`config.mk`:
```
export PLATFORM = sky130hd
export DESIGN_NAME = lsu_ctrl_flat
export DESIGN_NICKNAME = d
export VERILOG_FILES = /design/src/rtl/lsu_ctrl_if.sv /design/src/rtl/lsu_ctrl.sv /design/src/flat_wrapper.sv
export SDC_FILE = /design/constraint.sdc
export NUM_CORES = 1
export LEC_CHECK = 0
export BUFFER_PORTS_ARGS = -buffer_cell sky130_fd_sc_hd__buf_4
export CAP_MARGIN = 20
export CORE_ASPECT_RATIO = 1.4
export CORE_MARGIN = 10
export CORE_UTILIZATION = 30
export CTS_CLUSTER_DIAMETER = 40
export DETAILED_ROUTE_END_ITERATION = 10
export HOLD_SLACK_MARGIN = 0.15
export PLACE_DENSITY = 0.61
export SKIP_CTS_REPAIR_TIMING = 1
export SYNTH_ARGS = -nofsm -noshare
export SYNTH_HDL_FRONTEND = slang
export SYNTH_SLANG_ARGS = --single-unit
```
`constraint.sdc`:
```
create_clock -name i_clk -period 3.5 [get_ports i_clk]
set_input_delay 0.525 -clock i_clk [delete_from_list [all_inputs] [get_ports i_clk]]
set_output_delay 0.525 -clock i_clk [all_outputs]
set_load 0.005 [all_outputs]
```
`src/rtl/lsu_ctrl_if.sv`:
```
// lsu_ctrl_if: request/response handshake plus the memory-beat bus of the load/store unit.
// The slave modport is the load/store controller's view of the bus. The master modport is
// the view of the environment that holds both the core side and the data memory.
interface lsu_ctrl_if;
    logic        i_req_valid;
    logic        o_req_ready;
    logic        i_req_we;
    logic [1:0]  i_req_size;
    logic        i_req_unsigned;
    logic [31:0] i_req_addr;
    logic [31:0] i_req_wdata;
    logic        o_rsp_valid;
    logic [31:0] o_rsp_rdata;
    logic        o_rsp_err;
    logic [31:0] o_mem_addr;
    logic [31:0] o_mem_wdata;
    logic [3:0]  o_mem_bmask;
    logic        o_mem_wren;
    logic [31:0] i_mem_rdata;

    modport slave (
        input  i_req_valid, i_req_we, i_req_size, i_req_unsigned, i_req_addr, i_req_wdata,
        input  i_mem_rdata,
        output o_req_ready, o_rsp_valid, o_rsp_rdata, o_rsp_err,
        output o_mem_addr, o_mem_wdata, o_mem_bmask, o_mem_wren
    );

    modport master (
        output i_req_valid, i_req_we, i_req_size, i_req_unsigned, i_req_addr, i_req_wdata,
        output i_mem_rdata,
        input  o_req_ready, o_rsp_valid, o_rsp_rdata, o_rsp_err,
        input  o_mem_addr, o_mem_wdata, o_mem_bmask, o_mem_wren
    );
endinterface

```
`src/rtl/lsu_ctrl.sv`:
```
// lsu_ctrl: load/store initiator driving a byte-masked, word-wide data memory.
// One request per handshake. Each request becomes one or two word-aligned beats.
// Build option MISALIGN_SPLIT_EN: when defined, a word-crossing access is split into
// BEAT0 and BEAT1. When it is not defined, a word-crossing access is rejected with an
// error, and no BEAT1 state or high-word capture register is built.
//
// state   | meaning
// --------+-------------------------------------------------------------
// S_IDLE  | ready; accept a request and decode its error conditions
// S_BEAT0 | first (or only) word beat; a load captures the low word
// S_BEAT1 | second beat of a word-crossing access; a load captures the high word
// S_RESP  | one-cycle response carrying the extended data or the error flag
module lsu_ctrl #(
    parameter int unsigned MEM_BYTES = 2048
) (
    input  logic       i_clk,
    input  logic       i_reset,
    lsu_ctrl_if.slave  bus
);

`ifdef MISALIGN_SPLIT_EN
    localparam logic SPLIT_EN = 1'b1;
    localparam int   MW       = 8;
    typedef enum logic [1:0] {S_IDLE, S_BEAT0, S_BEAT1, S_RESP} state_t;
`else
    localparam logic SPLIT_EN = 1'b0;
    localparam int   MW       = 4;
    typedef enum logic [1:0] {S_IDLE, S_BEAT0, S_RESP} state_t;
`endif

    state_t      state, state_nxt;
    logic        accept;
    logic [2:0]  req_nbytes;
    logic [32:0] req_last;
    logic        req_cross, req_err;

    logic        r_we, r_unsigned, r_err;
    logic [1:0]  r_size;
    logic [31:0] r_addr, r_wdata, r_lo;
`ifdef MISALIGN_SPLIT_EN
    logic        r_cross;
    logic [31:0] r_hi;
`endif

    logic [1:0]    off;
    logic [3:0]    base;
    logic [MW-1:0] lane_mask;
    logic [31:0]   ld_word, ld_ext;

    assign accept = bus.i_req_valid && (state == S_IDLE);

    // Decode the incoming request: its width, whether it crosses a word, and whether it is an error.
    always_comb begin
        case (bus.i_req_size)
            2'b00:   req_nbytes = 3'd1;
            2'b01:   req_nbytes = 3'd2;
            default: req_nbytes = 3'd4;
        endcase
        req_cross = ({1'b0, bus.i_req_addr[1:0]} + req_nbytes) > 3'd4;
        // The last-byte address uses 33 bits, so an access near 0xFFFFFFFF cannot wrap to 0.
        req_last  = {1'b0, bus.i_req_addr} + {30'd0, req_nbytes} - 33'd1;
        req_err   = (bus.i_req_size == 2'b11) || (req_last >= 33'(MEM_BYTES))
                    || (req_cross && !SPLIT_EN);
    end

    // State register.
    always_ff @(posedge i_clk) begin
        if (i_reset) state <= S_IDLE;
        else         state <= state_nxt;
    end

    // Latch the request on accept, because the request inputs may change after the handshake.
    always_ff @(posedge i_clk) begin
        if (i_reset) begin
            r_we       <= 1'b0;
            r_unsigned <= 1'b0;
            r_err      <= 1'b0;
            r_size     <= 2'b00;
            r_addr     <= 32'd0;
            r_wdata    <= 32'd0;
        end else if (accept) begin
            r_we       <= bus.i_req_we;
            r_unsigned <= bus.i_req_unsigned;
            r_err      <= req_err;
            r_size     <= bus.i_req_size;
            r_addr     <= bus.i_req_addr;
            r_wdata    <= bus.i_req_wdata;
        end
    end

    // Capture the memory read words during load beats.
    always_ff @(posedge i_clk) begin
        if (i_reset) begin
            r_lo <= 32'd0;
        end else if (state == S_BEAT0 && !r_we) begin
            r_lo <= bus.i_mem_rdata;
        end
    end

`ifdef MISALIGN_SPLIT_EN
    // Record whether the access crosses a word, and capture the high word of a crossing load.
    always_ff @(posedge i_clk) begin
        if (i_reset) begin
            r_cross <= 1'b0;
            r_hi    <= 32'd0;
        end else begin
            if (accept)                       r_cross <= req_cross;
            if (state == S_BEAT1 && !r_we)    r_hi    <= bus.i_mem_rdata;
        end
    end
`endif

    // Next-state logic.
    always_comb begin
        state_nxt = state;
        case (state)
            S_IDLE:  if (accept) state_nxt = req_err ? S_RESP : S_BEAT0;
`ifdef MISALIGN_SPLIT_EN
            S_BEAT0: state_nxt = r_cross ? S_BEAT1 : S_RESP;
            S_BEAT1: state_nxt = S_RESP;
`else
            S_BEAT0: state_nxt = S_RESP;
`endif
            S_RESP:  state_nxt = S_IDLE;
            default: state_nxt = S_IDLE;
        endcase
    end

    // Lane mask, and the load data aligned to bit 0 and then sign- or zero-extended.
    always_comb begin
        off = r_addr[1:0];
        case (r_size)
            2'b00:   base = 4'b0001;
            2'b01:   base = 4'b0011;
            default: base = 4'b1111;
        endcase
        lane_mask = MW'(base) << off;
`ifdef MISALIGN_SPLIT_EN
        ld_word = 32'({r_hi, r_lo} >> {off, 3'b000});
`else
        ld_word = r_lo >> {off, 3'b000};
`endif
        case (r_size)
            2'b00:   ld_ext = {{24{!r_unsigned && ld_word[7]}},  ld_word[7:0]};
            2'b01:   ld_ext = {{16{!r_unsigned && ld_word[15]}}, ld_word[15:0]};
            default: ld_ext = ld_word;
        endcase
    end

    // Drive the handshake, response and memory-beat outputs from the current state.
    // The write strobe is also gated by reset, so no byte is written in any cycle that reset is high.
    always_comb begin
        bus.o_req_ready = (state == S_IDLE);
        bus.o_rsp_valid = 1'b0;
        bus.o_rsp_rdata = 32'd0;
        bus.o_rsp_err   = 1'b0;
        bus.o_mem_addr  = 32'd0;
        bus.o_mem_wdata = 32'd0;
        bus.o_mem_bmask = 4'd0;
        bus.o_mem_wren  = 1'b0;
        case (state)
            S_BEAT0: begin
                bus.o_mem_addr  = {r_addr[31:2], 2'b00};
                bus.o_mem_bmask = lane_mask[3:0];
                bus.o_mem_wdata = r_wdata << {off, 3'b000};
                bus.o_mem_wren  = r_we && !i_reset;
            end
`ifdef MISALIGN_SPLIT_EN
            S_BEAT1: begin
                bus.o_mem_addr  = {r_addr[31:2], 2'b00} + 32'd4;
                bus.o_mem_bmask = lane_mask[7:4];
                bus.o_mem_wdata = r_wdata >> {3'd4 - {1'b0, off}, 3'b000};
                bus.o_mem_wren  = r_we && !i_reset;
            end
`endif
            S_RESP: begin
                bus.o_rsp_valid = 1'b1;
                bus.o_rsp_err   = r_err;
                bus.o_rsp_rdata = (r_err || r_we) ? 32'd0 : ld_ext;
            end
            default: ;
        endcase
    end

endmodule
```
`src/flat_wrapper.sv`:
```
// flat-port wrapper written by rule: the top's interface ports become plain ports
module lsu_ctrl_flat 
#(
    parameter int unsigned MEM_BYTES = 2048
)
  (i_clk, i_reset, bus_i_req_valid, bus_i_req_we, bus_i_req_size, bus_i_req_unsigned, bus_i_req_addr, bus_i_req_wdata, bus_i_mem_rdata, bus_o_req_ready, bus_o_rsp_valid, bus_o_rsp_rdata, bus_o_rsp_err, bus_o_mem_addr, bus_o_mem_wdata, bus_o_mem_bmask, bus_o_mem_wren);
  lsu_ctrl_if bus_i ();
  input  logic i_clk;
  input  logic i_reset;
  input wire logic [$bits(bus_i.i_req_valid)-1:0] bus_i_req_valid;
  input wire logic [$bits(bus_i.i_req_we)-1:0] bus_i_req_we;
  input wire logic [$bits(bus_i.i_req_size)-1:0] bus_i_req_size;
  input wire logic [$bits(bus_i.i_req_unsigned)-1:0] bus_i_req_unsigned;
  input wire logic [$bits(bus_i.i_req_addr)-1:0] bus_i_req_addr;
  input wire logic [$bits(bus_i.i_req_wdata)-1:0] bus_i_req_wdata;
  input wire logic [$bits(bus_i.i_mem_rdata)-1:0] bus_i_mem_rdata;
  output wire logic [$bits(bus_i.o_req_ready)-1:0] bus_o_req_ready;
  output wire logic [$bits(bus_i.o_rsp_valid)-1:0] bus_o_rsp_valid;
  output wire logic [$bits(bus_i.o_rsp_rdata)-1:0] bus_o_rsp_rdata;
  output wire logic [$bits(bus_i.o_rsp_err)-1:0] bus_o_rsp_err;
  output wire logic [$bits(bus_i.o_mem_addr)-1:0] bus_o_mem_addr;
  output wire logic [$bits(bus_i.o_mem_wdata)-1:0] bus_o_mem_wdata;
  output wire logic [$bits(bus_i.o_mem_bmask)-1:0] bus_o_mem_bmask;
  output wire logic [$bits(bus_i.o_mem_wren)-1:0] bus_o_mem_wren;
  assign bus_i.i_req_valid = bus_i_req_valid;
  assign bus_i.i_req_we = bus_i_req_we;
  assign bus_i.i_req_size = bus_i_req_size;
  assign bus_i.i_req_unsigned = bus_i_req_unsigned;
  assign bus_i.i_req_addr = bus_i_req_addr;
  assign bus_i.i_req_wdata = bus_i_req_wdata;
  assign bus_i.i_mem_rdata = bus_i_mem_rdata;
  assign bus_o_req_ready = bus_i.o_req_ready;
  assign bus_o_rsp_valid = bus_i.o_rsp_valid;
  assign bus_o_rsp_rdata = bus_i.o_rsp_rdata;
  assign bus_o_rsp_err = bus_i.o_rsp_err;
  assign bus_o_mem_addr = bus_i.o_mem_addr;
  assign bus_o_mem_wdata = bus_i.o_mem_wdata;
  assign bus_o_mem_bmask = bus_i.o_mem_bmask;
  assign bus_o_mem_wren = bus_i.o_mem_wren;
  lsu_ctrl #(.MEM_BYTES(MEM_BYTES)) u_core (.i_clk(i_clk), .i_reset(i_reset), .bus(bus_i));
endmodule
```
== After elaboration in Yosys (flattened, before gate mapping) ==
Index checks and enable logic that the tools add are counted.
Storage, ports and cells
  logic and storage cells: 50
  register bits after elaboration: 103
  bits of input ports: 103
  output and inout bits: 104
Operators by class
  equal/unequal tests: 6
  muxes and demuxes: 14
  reduce and logical (&&, ||, !) cells: 14
  add/sub/neg operators: 3
  shift-type cells: 3
  $lt $le $gt $ge: 2
Operators with widths (count)
  $mux 32: 4
  $pmux 32 s2: 1
  $add 32x3->33: 1
  $ge 33x12->1 const B: 1
  $sub 33x1->33 const B: 1
  $shl 32x5->32: 1
  $shr 32x5->32: 1
  $pmux 4 s2: 1
  $eq 2x1->1 const B: 3
  $logic_not 2->1: 3
  $pmux 3 s2: 1
  $logic_and 1x1->1: 5
  $eq 2x2->1 const B: 2
  $mux 2: 2
  $mux 4: 1
  $pmux 2 s2: 1
  $shl 4x2->4: 1
  $add 2x3->3: 1
  $gt 3x3->1 const B: 1
  $logic_not 1->1: 3
  $logic_or 1x1->1: 3
  $mux 1: 3
  $ne 2x1->1 const B: 1

== Logic depth before layout (Yosys ltp) ==
  depth after elaboration: 10
  mapped depth: 16
  gate-level depth less buffers: 16

== Least setup slack after synthesis ==
Ideal clock, no wire load.
  path type: in2reg
  from: in bus_i_req_size[1]
  to: reg u_core.state[1]
  slack: -195 ps
  stages: 15
  library setup time: 137 ps
  required time: 3363 ps
  arrival time: 3558 ps
  path through: or2_2 -> ha_1 -> inv_1 -> ha_1 -> inv_1 -> fa_1 -> nand2b_1 -> a21oi_1 -> o21ai_1 -> and2_1 -> a2111oi_0 -> o2111ai_1 -> or4_1 -> nor4b_2 -> a221oi_1
Between the ends
  cells in the longest elaborated chain, start to end: 10
  elaborated cells between the ends (all ways): 14
RTL lines
  start, declared: line flat_wrapper.sv:12  | input wire logic [$bits(bus_i.i_req_size)-1:0] bus_i_req_size;
  $eq 2x1->1 or $logic_not 2->1 (tied branches): line lsu_ctrl.sv:54  | case (bus.i_req_size)
  $pmux 3 s2: line lsu_ctrl.sv:54
  $add 32x3->33: line lsu_ctrl.sv:61  | req_last = {1'b0, bus.i_req_addr} + {30'd0, req_nbytes} - 33'd1;
  $sub 33x1->33: line lsu_ctrl.sv:61
  $ge 33x12->1: line lsu_ctrl.sv:62  | req_err = (bus.i_req_size == 2'b11) || (req_last >= 33'(MEM_BYTES))
  $logic_or 1x1->1: line lsu_ctrl.sv:62
  $logic_or 1x1->1 *: line lsu_ctrl.sv:63  | || (req_cross && !SPLIT_EN);
  $mux 2 * (2 in a row): line lsu_ctrl.sv:117  | S_IDLE: if (accept) state_nxt = req_err ? S_RESP : S_BEAT0;
  $pmux 2 s2 *: line lsu_ctrl.sv:116  | case (state)
  end signal, assigned: line lsu_ctrl.sv:69  | else state <= state_nxt;
  end, declared: line lsu_ctrl.sv:31  | state_t state, state_nxt;
Mark *: on every way between the ends. The rest lies on a longest branch, timed or not. The select of a mux whose other input is x is not followed.
A chain may end at the register's enable or synchronous reset.

== Worst setup path after layout ==
  from: in bus_i_req_size[1]
  to: reg u_core.state[0]
The elaborated chain is that of the path after synthesis.

==> flow_metrics.env <==
export IMPL_status="completed"
export IMPL_drt_iter0_markers=576
export IMPL_p_clk_frac=0.330
export IMPL_period_share=0.953
export IMPL_period_needed_ns=3.34
export IMPL_core_region_area_um2=25300
export IMPL_drt_wl_total_um=30400
export IMPL_timing_worst_setup_path_type="input pin to flop"
export IMPL_p_int_mw=2.18
export IMPL_tightest_slew_ns=0.789
export IMPL_tns_ns=0
export IMPL_synthArstFlopShare=0
export IMPL_final_cells=1625
export IMPL_path_max_fanout=3
export IMPL_dp_cells=1607
export IMPL_place_area_um2=9750
export IMPL_p_sw_mw=1.08
export IMPL_dieArea_um2=32500
export IMPL_fin_area_um2=10100
export IMPL_viasPerCell=5.17
export IMPL_io_pins=207
export IMPL_end_kind="flop"
export IMPL_p_seq_frac=0.384
export IMPL_area_growth_pct=31.9
export IMPL_grt_use_total=0.178
export IMPL_avgRoutedWirePerCell_um=18.7
export IMPL_synth_cells=1102
export IMPL_path_clk_slew_ns=0.08
export IMPL_finalHoldViolCount=0
export IMPL_initial_utilization=0.304
export IMPL_yosys_area_share_simple=0.277
export IMPL_clockRootBuffer="clkbuf_16"
export IMPL_synth_compound_area_share=0.254
export IMPL_fmax_ghz=0.300
export IMPL_cp_common_cell="inv_1"
export IMPL_portBuffers=204
export IMPL_setup_viol=0
export IMPL_ys_types=80
export IMPL_vias=8408
export IMPL_dpl_hpwl_um=23600
export IMPL_htreeDepth=3
export IMPL_layout_commonest_cell="buf_4"
export IMPL_drc=0
export IMPL_yosysWarnings=0
export IMPL_fillers=2665
export IMPL_drv_cap=0
export IMPL_cp_data_arrival_time_ns=3.61
export IMPL_synth_adder_area_share=0.0622
export IMPL_clk_latency_ns=0.37
export IMPL_pwr_density_cell_nw_per_um2=321
export IMPL_layout_drive_gt1_share=0.257
export IMPL_synth_xor_area_frac=0.00912
export IMPL_final_seq_area_um2=2060
export IMPL_synth_area_mux_share=0.0500
export IMPL_grt_start_max_net_pins=68
export IMPL_yosysSeqAreaShare=0.268
export IMPL_pwr_share_comb=0.287
export IMPL_ys_dominant_reg_cell="dfxtp_1"
export IMPL_antenna_found_initial=0
export IMPL_cts_made_buffers=9
export IMPL_synth_top_family_by_area="simple AND/OR/NAND/NOR gates"
export IMPL_clock_sinks=103
export IMPL_finalClockSkew_ns=0.0100
export IMPL_grt_pass1_vias=8444
export IMPL_slew_violations=0
export IMPL_rows=69
export IMPL_multi_input_area_um2=5160
export IMPL_synth_edff_count=0
export IMPL_dr_pass1_iters=5
export IMPL_die_h_um=209
export IMPL_relSlewSlack=0.474
export IMPL_max_stage_delay_ns=0.57
export IMPL_grt_pass1_wl_um=46700
export IMPL_rsz0062_at_grt="yes"
export IMPL_final_util=0.401
export IMPL_finalNetCount=1440
export IMPL_slowest_stage="or4b_1"
export IMPL_cts_path_max_buffers=2
export IMPL_ant_nets=0
export IMPL_cts_tree="built"
export IMPL_dieWidth_um=155
export IMPL_gp_congestion=0.948
export IMPL_irDropWorstVdd_mv=0.228
export IMPL_synth_seq_cells=103
export IMPL_leakage_nw=4.31
export IMPL_path_cells="buf_4 -> inv_1 -> nand2_1 -> ha_1 -> inv_1 -> ha_2 -> inv_2 -> fa_2 -> nand2b_4 -> a21oi_4 -> o21a_1 -> o21ai_2 -> a2111oi_1 -> or4b_1 -> a2111oi_2 -> nand4_1 -> nor4_2"
export IMPL_syn_area_per_cell_um2=6.97
export IMPL_worstSetupStartpointType="input pin"
export IMPL_syn_area_um2=7680
export IMPL_switching_share=0.330
export IMPL_most_common_layout_cells="buf_4, nand2_1, a21oi_1"
export IMPL_gr_total_overflow=0
export IMPL_holdCritPathClass="input pin to flop"
export IMPL_crit_required_ns=3.78
==> worst max-delay path: cells and delay by family <==
| family | cells | cell delay [ns] |
|---|---|---|
| fa+ha+maj | 3 | 0.63 |
| simple gates | 5 | 1.14 |
| compound gates | 5 | 1.03 |
| buf+inv | 4 | 0.27 |
==> Yosys cell counts, drive strengths merged (11+ instances only) <==
cell type | count | area (µm²)
and3 | 11 | 70.1
ha | 35 | 438
o21ai | 34 | 178
inv | 54 | 203
nand2 | 263 | 987
nor3 | 12 | 65.1
nand4 | 12 | 75.1
clkbuf | 60 | 245
nor2 | 72 | 275
dfxtp | 103 | 2060
and2 | 34 | 214
a21oi | 163 | 820
a211oi | 39 | 310
nor2b | 20 | 125
buf | 21 | 158
mux2i | 35 | 350
o21a | 15 | 114
==> power by group through the flow <==
| stage | Clock (mW) | Combinational, mW | Sequential [mW] |
|---|---|---|---|
| floorplan | 0 | 0.577 | 1.26 |
| global placement | 0 | 0.907 | 1.27 |
| detailed placement | 0 | 0.906 | 1.28 |
| CTS | 1.11 | 0.911 | 1.25 |
| global route | 1.15 | 1.03 | 1.26 |
| finish | 1.07 | 0.934 | 1.25 |
==> metal layers <==
layer,up-vias,GRT usage,wire [µm]
met5,-,0,0
met4,0,0.0844,1210
met3,62,0.0268,1470
met2,283,0.325,15800
met1,3888,0.196,11900
li1,4175,-,-
==> per-stage QoR <==
| step | hold WS, ns | setup WS [ns] | total power, mW |
|---|---|---|---|
| after CTS | 0.386 | 0.0484 | 3.27 |
| after detailed placement | 0.442 | -0.336 | 2.18 |
| after global routing | 0.401 | -0.0431 | 3.43 |
| after global placement | 0.438 | -0.297 | 2.18 |
| after floorplan | 0.432 | 0.0252 | 1.84 |
| final | 0.405 | 0.163 | 3.26 |
==> state kept, by name, indices dropped and copies added, names as in the netlist <==
name               cells
u_core.r_err           1
u_core.r_wdata        32
u_core.r_addr         32
u_core.r_size          2
u_core.r_lo           32
u_core.r_unsigned      1
u_core.r_we            1
u_core.state           2
==> layout make-up <==
| type | instances | area share |
|---|---|---|
| multi-input combinational | 865 | 0.509 |
| sequential | 103 | 0.204 |
| timing repair buffer | 267 | 0.198 |
| tap | 319 | 0.0394 |
| clock buffer | 9 | 0.0222 |
| inverter | 54 | 0.0200 |
| clock inverter | 7 | 0.00765 |
| antenna | 1 | 0.000247 |
==> path summary, 6_finish.rpt <==
| path | endpoint | depth (start not counted) | slack (ns) | startpoint |
|---|---|---|---|---|
| worst max register to register | u_core.r_lo[12] | 5 | 1.37 | u_core.state[0] |
| worst min-delay path | u_core.r_wdata[18] | 3 | 0.40 | bus_i_req_wdata[18] |
| worst min register to register | u_core.r_addr[23] | 2 | 0.45 | u_core.r_addr[23] |
| worst max-delay path | u_core.state[0] | 17 | 0.16 | bus_i_req_size[1] |
==> cells by family after synthesis <==
kind of cell / after synthesis
XOR/XNOR: 8
buffers and inverters: 135
adder cells (fa/ha/maj): 37
other: 1
multiplexers: 38
AO/OA/AOI/OAI: 311
AND/OR/NAND/NOR: 469
flip-flops: 103
Note: power is estimated with default switching activity, not from simulation.
